$ cat src/rtl/axi_master_arbiter.sv
// Round-robin arbiter sharing one single-beat AXI4 master port between IFU reads and LSU reads/writes.
// Read completes 3 cycles after req with a zero-wait slave; one transaction in flight, requesters hold req until done.
module axi_master_arbiter #(
  parameter int         ADDR_W = 32,
  parameter int         DATA_W = 64,
  parameter logic [3:0] IFU_ID = 4'd0,
  parameter logic [3:0] LSU_ID = 4'd1
) (
  input  logic                  clock,
  input  logic                  reset,
  input  logic                  ifu_req,
  input  logic [ADDR_W-1:0]     ifu_addr,
  output logic                  ifu_done,
  output logic [DATA_W-1:0]     ifu_rdata,
  output logic                  ifu_err,
  input  logic                  lsu_req,
  input  logic                  lsu_we,
  input  logic [ADDR_W-1:0]     lsu_addr,
  input  logic [DATA_W-1:0]     lsu_wdata,
  input  logic [DATA_W/8-1:0]   lsu_wstrb,
  output logic                  lsu_done,
  output logic [DATA_W-1:0]     lsu_rdata,
  output logic                  lsu_err,
  output logic                  io_master_arvalid,
  output logic [ADDR_W-1:0]     io_master_araddr,
  output logic [3:0]            io_master_arid,
  output logic [7:0]            io_master_arlen,
  output logic [2:0]            io_master_arsize,
  output logic [1:0]            io_master_arburst,
  input  logic                  io_master_arready,
  input  logic                  io_master_rvalid,
  input  logic [DATA_W-1:0]     io_master_rdata,
  input  logic [1:0]            io_master_rresp,
  input  logic [3:0]            io_master_rid,
  input  logic                  io_master_rlast,
  output logic                  io_master_rready,
  output logic                  io_master_awvalid,
  output logic [ADDR_W-1:0]     io_master_awaddr,
  output logic [3:0]            io_master_awid,
  output logic [7:0]            io_master_awlen,
  output logic [2:0]            io_master_awsize,
  output logic [1:0]            io_master_awburst,
  input  logic                  io_master_awready,
  output logic                  io_master_wvalid,
  output logic [DATA_W-1:0]     io_master_wdata,
  output logic [DATA_W/8-1:0]   io_master_wstrb,
  output logic                  io_master_wlast,
  input  logic                  io_master_wready,
  input  logic                  io_master_bvalid,
  input  logic [1:0]            io_master_bresp,
  input  logic [3:0]            io_master_bid,
  output logic                  io_master_bready
);

  localparam int STRB_W = DATA_W / 8;

  typedef enum logic [2:0] {IDLE, RD_ADDR, RD_DATA, WR_ADDR, WR_RESP, DONE} state_t;

  typedef struct packed {
    logic [3:0]        id;
    logic              we;
    logic [ADDR_W-1:0] addr;
    logic [DATA_W-1:0] wdata;
    logic [STRB_W-1:0] wstrb;
  } req_t;

  typedef struct packed {
    logic [DATA_W-1:0] rdata;
    logic              err;
  } rsp_t;

  state_t state_q, state_d;
  req_t   req_q, req_d;
  logic   last_lsu_q, last_lsu_d;  // also identifies the owner of the transaction in flight
  logic   aw_ok_q, aw_ok_d;
  logic   w_ok_q, w_ok_d;
  rsp_t   ifu_rsp_q, ifu_rsp_d;
  rsp_t   lsu_rsp_q, lsu_rsp_d;
  logic   rd_err, wr_err;
  logic   unused_rlast;

  assign rd_err       = (io_master_rresp != 2'b00) || (io_master_rid != req_q.id);
  assign wr_err       = (io_master_bresp != 2'b00) || (io_master_bid != LSU_ID);
  assign unused_rlast = io_master_rlast;

  always_comb begin
    state_d           = state_q;
    req_d             = req_q;
    last_lsu_d        = last_lsu_q;
    aw_ok_d           = aw_ok_q;
    w_ok_d            = w_ok_q;
    ifu_rsp_d         = ifu_rsp_q;
    lsu_rsp_d         = lsu_rsp_q;
    io_master_arvalid = 1'b0;
    io_master_rready  = 1'b0;
    io_master_awvalid = 1'b0;
    io_master_wvalid  = 1'b0;
    io_master_bready  = 1'b0;
    ifu_done          = 1'b0;
    lsu_done          = 1'b0;

    unique case (state_q)
      IDLE: begin
        aw_ok_d = 1'b0;
        w_ok_d  = 1'b0;
        // On contention the requester that did not win last time goes first.
        if (lsu_req && (!ifu_req || !last_lsu_q)) begin
          last_lsu_d = 1'b1;
          req_d      = '{id: LSU_ID, we: lsu_we, addr: lsu_addr, wdata: lsu_wdata, wstrb: lsu_wstrb};
          state_d    = lsu_we ? WR_ADDR : RD_ADDR;
        end else if (ifu_req) begin
          last_lsu_d = 1'b0;
          req_d      = '{id: IFU_ID, we: 1'b0, addr: ifu_addr, wdata: '0, wstrb: '0};
          state_d    = RD_ADDR;
        end
      end
      RD_ADDR: begin
        io_master_arvalid = 1'b1;
        if (io_master_arready) state_d = RD_DATA;
      end
      RD_DATA: begin
        io_master_rready = 1'b1;
        if (io_master_rvalid) begin
          if (last_lsu_q) lsu_rsp_d = '{rdata: io_master_rdata, err: rd_err};
          else            ifu_rsp_d = '{rdata: io_master_rdata, err: rd_err};
          state_d = DONE;
        end
      end
      WR_ADDR: begin
        // AW and W complete independently; a same-cycle double handshake is fine.
        io_master_awvalid = !aw_ok_q;
        io_master_wvalid  = !w_ok_q;
        aw_ok_d = aw_ok_q | io_master_awready;
        w_ok_d  = w_ok_q | io_master_wready;
        if (aw_ok_d && w_ok_d) state_d = WR_RESP;
      end
      WR_RESP: begin
        io_master_bready = 1'b1;
        if (io_master_bvalid) begin
          lsu_rsp_d.err = wr_err;
          state_d       = DONE;
        end
      end
      DONE: begin
        ifu_done = !last_lsu_q;
        lsu_done = last_lsu_q;
        state_d  = IDLE;
      end
      default: state_d = IDLE;
    endcase
  end

  always_ff @(posedge clock) begin
    if (reset) begin
      state_q    <= IDLE;
      req_q      <= '0;
      last_lsu_q <= 1'b1;
      aw_ok_q    <= 1'b0;
      w_ok_q     <= 1'b0;
      ifu_rsp_q  <= '0;
      lsu_rsp_q  <= '0;
    end else begin
      state_q    <= state_d;
      req_q      <= req_d;
      last_lsu_q <= last_lsu_d;
      aw_ok_q    <= aw_ok_d;
      w_ok_q     <= w_ok_d;
      ifu_rsp_q  <= ifu_rsp_d;
      lsu_rsp_q  <= lsu_rsp_d;
    end
  end

  assign ifu_rdata         = ifu_rsp_q.rdata;
  assign ifu_err           = ifu_rsp_q.err;
  assign lsu_rdata         = lsu_rsp_q.rdata;
  assign lsu_err           = lsu_rsp_q.err;

  assign io_master_araddr  = req_q.addr;
  assign io_master_arid    = req_q.id;
  assign io_master_arlen   = 8'd0;
  assign io_master_arsize  = 3'b011;
  assign io_master_arburst = 2'b01;
  assign io_master_awaddr  = req_q.addr;
  assign io_master_awid    = req_q.id;
  assign io_master_awlen   = 8'd0;
  assign io_master_awsize  = 3'b011;
  assign io_master_awburst = 2'b01;
  assign io_master_wdata   = req_q.wdata;
  assign io_master_wstrb   = req_q.wstrb;
  assign io_master_wlast   = 1'b1;

endmodule
$ cat config.mk
export PLATFORM = sky130hd
export DESIGN_NAME = axi_master_arbiter
export DESIGN_NICKNAME = d
export VERILOG_FILES = /design/src/rtl/axi_master_arbiter.sv
export SDC_FILE = /design/constraint.sdc
export NUM_CORES = 1
export LEC_CHECK = 0
export CORE_AREA = 2 2 207 209
export DETAILED_ROUTE_END_ITERATION = 10
export DIE_AREA = 0 0 209 211
export GPL_TIMING_DRIVEN = 1
export HOLD_SLACK_MARGIN = 0.05
export PLACE_DENSITY = 0.61
export SLEW_MARGIN = 20
export SYNTH_ARGS = -nofsm -noshare
export SYNTH_HDL_FRONTEND = slang
export SYNTH_SLANG_ARGS = --single-unit
$ cat constraint.sdc
create_clock -name clock -period 2 [get_ports clock]
set_input_delay 0.4 -clock clock [delete_from_list [all_inputs] [get_ports clock]]
set_output_delay 0.4 -clock clock [all_outputs]
set_load 0.05 [all_outputs]
======== Word level (Yosys, flattened, before mapping) ========
Index checks and enable logic that the tools add are counted.
Widths: inputs -> output; s select.
cells by class
  bitwise operators ....................... 3
  mux-type cells .......................... 25
  reduce and logical (&&, ||, !) cells .... 20
  equal/unequal tests ..................... 13
operator list
  kind                count
  $mux 109            2
  $mux 3              6
  $pmux 3 s5          1
  $mux 1              12
  $ne 2x2->1 const B  5
  $reduce_bool 2->1   5
  $eq 3x2->1 const B  2
  $eq 3x3->1 const B  2
  $pmux 1 s2          3
  $reduce_and 3->1    2
  $reduce_and 5->1    1
  $logic_not 1->1     4
  $ne 4x1->1 const B  1
  $ne 4x4->1          1
  $reduce_and 4->1    1
  $eq 3x1->1 const B  1
  $logic_not 3->1     1
  $logic_or 1x1->1    3
  $ne 3x3->1 const B  1
  $logic_and 1x1->1   2
  $mux 2              1
  $or 1x1->1          2
  $reduce_and 2->1    1
  $not 1->1           1
word-level totals
  output and inout port bits .............. 308
  word-level logic and storage cells ...... 73
  input port bits ......................... 223
  bits in registers ....................... 244

======== Depth between registers and ports, before layout ========
  word-level depth ........................ 5
  mapped depth ............................ 7
  mapped depth without buffers ............ 5

======== Worst setup path before layout ========
No wires, ideal clock.
  kind .................................... reg2out
  from .................................... register state_q[0]
  to ...................................... output port ifu_done
  cell stages (with the launch flop) ...... 3
  buffers on the path ..................... 1
  arrival ................................. 2227 ps
  path slack .............................. -627 ps
  data required time ...................... 1600 ps
  cells stage by stage .................... dfxtp_1 clkbuf_1 nor4bb_1
between the ends
  longest elaborated chain between the ends .. 2
ends and longest elaborated chain
  item                    line  RTL
  from (decl)             72    state_t state_q, state_d;
  from (signal assigned)  163   state_q <= state_d;
  $eq 3x3->1              102   unique case (state_q)
  $mux 1                  102
  to (decl)               13    output logic ifu_done,
Every way passes these cells.

======== Worst setup path after layout ========
  from .................................... register state_q[2]
  to ...................................... output port io_master_bready
between the ends
  longest elaborated chain between the ends .. 2
ends and longest elaborated chain
  item        line  RTL
  $eq 3x3->1  102
  $mux 1      102
  to (decl)   52    output logic io_master_bready
Every way passes these cells.

==> flow_summary_export.csv <==
group,metric,value,unit
grt,grt_pass1_vias,8944,
finish,fin_nets,1760,
finish,fill_cells,4315,
finish,multi_input_area,3670,um2
worst_hold_path,hold-path-cell-count,2,
pwr,p_clk_share,30.0,%
floorplanning,std_cell_rows,75,
worst_hold_path,min_to,"ifu_rdata[7]",
finish,layout-drive-gt1-share,10.0,%
synth,synth_cells,1080,
critical_path,timing.reg2reg.setup_slack,0.28,ns
floorplanning,core,41800,um2
critical_path,worstPathMaxFanout,7,
route,drc,0,
grt,grt_usage,14.7,%
route,drt-pass1-iter-count,5,
route,vias,9068,
floorplanning,initial_core_util,22.1,%
finish,n_antenna_cell,0,
timing,setup_viol_count_final,0,
pwr,p_sw_share,38.8,%
pwr,p_leak,6.66,nW
route,routed_via_density,4.33,
pwr,pwr-share-comb,36.8,%
floorplanning,dieWidth,209,um
pwr,ir_drop,0.600,mV
timing,finalMaxSlewViolations,0,
route,avgRoutedWirePerCell,16.4,um
place,port_buffers,496,
synth,ys_warn_count,0,
synth,synthDistinctLibCells,42,
clock_tree,ctsHoldBuffers,0,
clock_tree,root_buffer,"clkbuf_16",
finish,area_delta_synth_final,66.5,%
critical_path,r2r_start,"state_q[1]",
worst_hold_path,hold_path_class,"in2reg",
critical_path,worstPathRequired,1.60,ns
floorplanning,top_level_ports,531,
route,drt-total-wl,34300,um
pwr,design_power_total,17.2,mW
grt,grt_pass1_wl,51200,um
clock_tree,clock_latency,0.53,ns
clock_tree,path_clk_slew,0.06,ns
timing,hold_viol_final,0,
critical_path,crit_path_end_kind,"output port",
worst_hold_path,hp-start,"reset",
finish,final_common_cell,"nand2_1",
critical_path,crit_arrival,1.54,ns
finish,final_cell_mix,"259 x nand2_1, 237 x dfxtp_1, 233 x dlygate4sd2_1, 220 x clkdlybuf4s50_1, 134 x a21oi_1",
run_status,outcome,"finished clean",
clock_tree,cts_made_buffers,27,
pwr,power_switching,6.69,mW
critical_path,crit_type,"reg2out",
run,cap_violations,0,
clock_tree,clock_path_buffers,3,
synth,synthArstFlopShare,0,%
synth,seq_area_frac_synth,52.3,%
clock_tree,cts_tree,"built",
place,gp_congestion,0.823,
pwr,p_per_area,1120,nW/um2
timing,skew,0.00966,ns
timing,finalCriticalPeriod,1.94,ns
clock_tree,h-tree-depth,1,
route,first_iter_violations,537,
critical_path,ff2ff_path_depth,8,
grt,grt_max_degree,65,
grt,antenna_found_initial,0,
critical_path,critPathLaunchType,"flip-flop",
timing,worst_pin_slew,0.578,ns
synth,synthesis.area,9230,um2
clock_tree,cts_sinks,241,
synth,synth-main-ff-cell,"dfxtp_1",
synth,ys_ff_latch,241,
finish,seq_area,4840,um2
grt,grt_overflow,0,
finish,utilization,36.8,%
synth,synth_edf_count,0,
synth,syn_area_per_cell,8.54,um2
pwr,seq_power_share,33.2,%
critical_path,r2r-end,"io_master_wstrb[6]",
place,hpwlAfterDp,25300,um
timing,min_period_over_period,97.0,%
timing,rsz0062_at_grt,"yes",
pwr,intPower,10.5,mW
route,final_antenna_net_count,0,
floorplanning,fp.dieH,211,um
floorplanning,dieArea,44100,um2
timing,relSlewSlack,61.5,%
timing,max_freq,515,MHz
power by group through the flow:
stage	Sequential [mW]	Combinational [mW]	Clock (mW)
global route	5.79	6.67	5.53
detailed placement	5.86	6.70	0
floorplan	7.38	2.83	0
global placement	5.84	6.64	0
CTS	5.73	6.38	5.34
finish	5.73	6.34	5.18
critical path, cell delays in order, from the launching register on:
cell and delay (ns):
dfxtp_4 0.38, or3b_4 0.41, inv_4 0.08, buf_12 0.13
cells by family after synthesis:
family	after synthesis	share of synthesized area [%]
buf+inv	153	9.74
other cells	2	0.0814
mux	34	3.69
simple gates	394	17.0
xor+xnor	1	0.0949
compound gates	255	17.1
flops	241	52.3
Yosys cell counts, types with 2 or more instances:
library cell | instances | area [um2]
mux2i_1 | 34 | 340
clkbuf_1 | 40 | 150
buf_2 | 31 | 155
nand3_1 | 2 | 10.0
conb_1 | 2 | 7.51
a211o_1 | 2 | 17.5
nor3_1 | 3 | 15.0
nor3b_1 | 2 | 15.0
or4_1 | 2 | 15.0
a22oi_1 | 72 | 541
a211oi_1 | 34 | 255
nor2_1 | 110 | 413
a21oi_1 | 134 | 671
nor2b_1 | 2 | 12.5
buf_4 | 73 | 548
nand2_1 | 259 | 972
nor4_1 | 2 | 12.5
o22a_1 | 2 | 17.5
and2_1 | 2 | 12.5
o21ai_0 | 5 | 25.0
and4_1 | 2 | 17.5
dfxtp_1 | 241 | 4820
buf_1 | 5 | 18.8
area by class of cell:
type	instances	share of cell area, %
clock buffer	37	4.97
clock inverter	12	1.07
inverter	2	0.0652
multi-input combinational	717	23.9
sequential	241	31.5
tap	539	4.39
timing repair buffer	548	34.1
through the flow:
step	setup slack [ns]	cell area, um2	hold slack, ns	std cells	TNS (ns)
finish	0.0595	15400	0.315	2096	0
detailed placement	-0.0816	14600	0.446	2041	-0.248
global placement	-0.116	14600	0.441	2041	-0.116
CTS	0.0104	15300	0.286	2095	0
floorplan	-0.135	9350	0.536	1111	-0.135
global route	-0.00351	15400	0.326	2096	-0.00351
flip-flops by register name, summed over array words and instances, names as in the netlist:
| name | flops |
|---|---|
| io_master_wdata | 64 |
| state_q | 3 |
| ifu_err | 1 |
| io_master_arid | 1 |
| io_master_araddr | 32 |
| lsu_rdata | 64 |
| lsu_err | 1 |
| aw_ok_q | 1 |
| io_master_wstrb | 8 |
| w_ok_q | 1 |
| ifu_rdata | 64 |
| last_lsu_q | 1 |
worst max-delay path by stage:
stage                             endpoint  cells past startpoint                from
after CTS                 io_master_bready                      3          state_q[2]
after floorplan                   ifu_done                      2          state_q[0]
after detailed placement           lsu_err                      6  io_master_rresp[0]
final                     io_master_bready                      3          state_q[2]
after global placement             lsu_err                      5    io_master_bid[0]
after global routing      io_master_bready                      3          state_q[2]
metal layers:
layer / up-vias / routed length [um] / GRT usage (%)
met3: 47 / 3270 / 5.69
met5: - / 0 / 0
met4: 0 / 869 / 4.14
li1: 4454 / - / -
met1: 4201 / 14000 / 17.2
met2: 366 / 16100 / 25.0
what timing repair did:
action	CTS	global route
resized for setup	244	2
endpoints found under the setup margin	240	2
setup buffers	5	1
pin swaps	1	0
(Power assumes the default switching activity.)
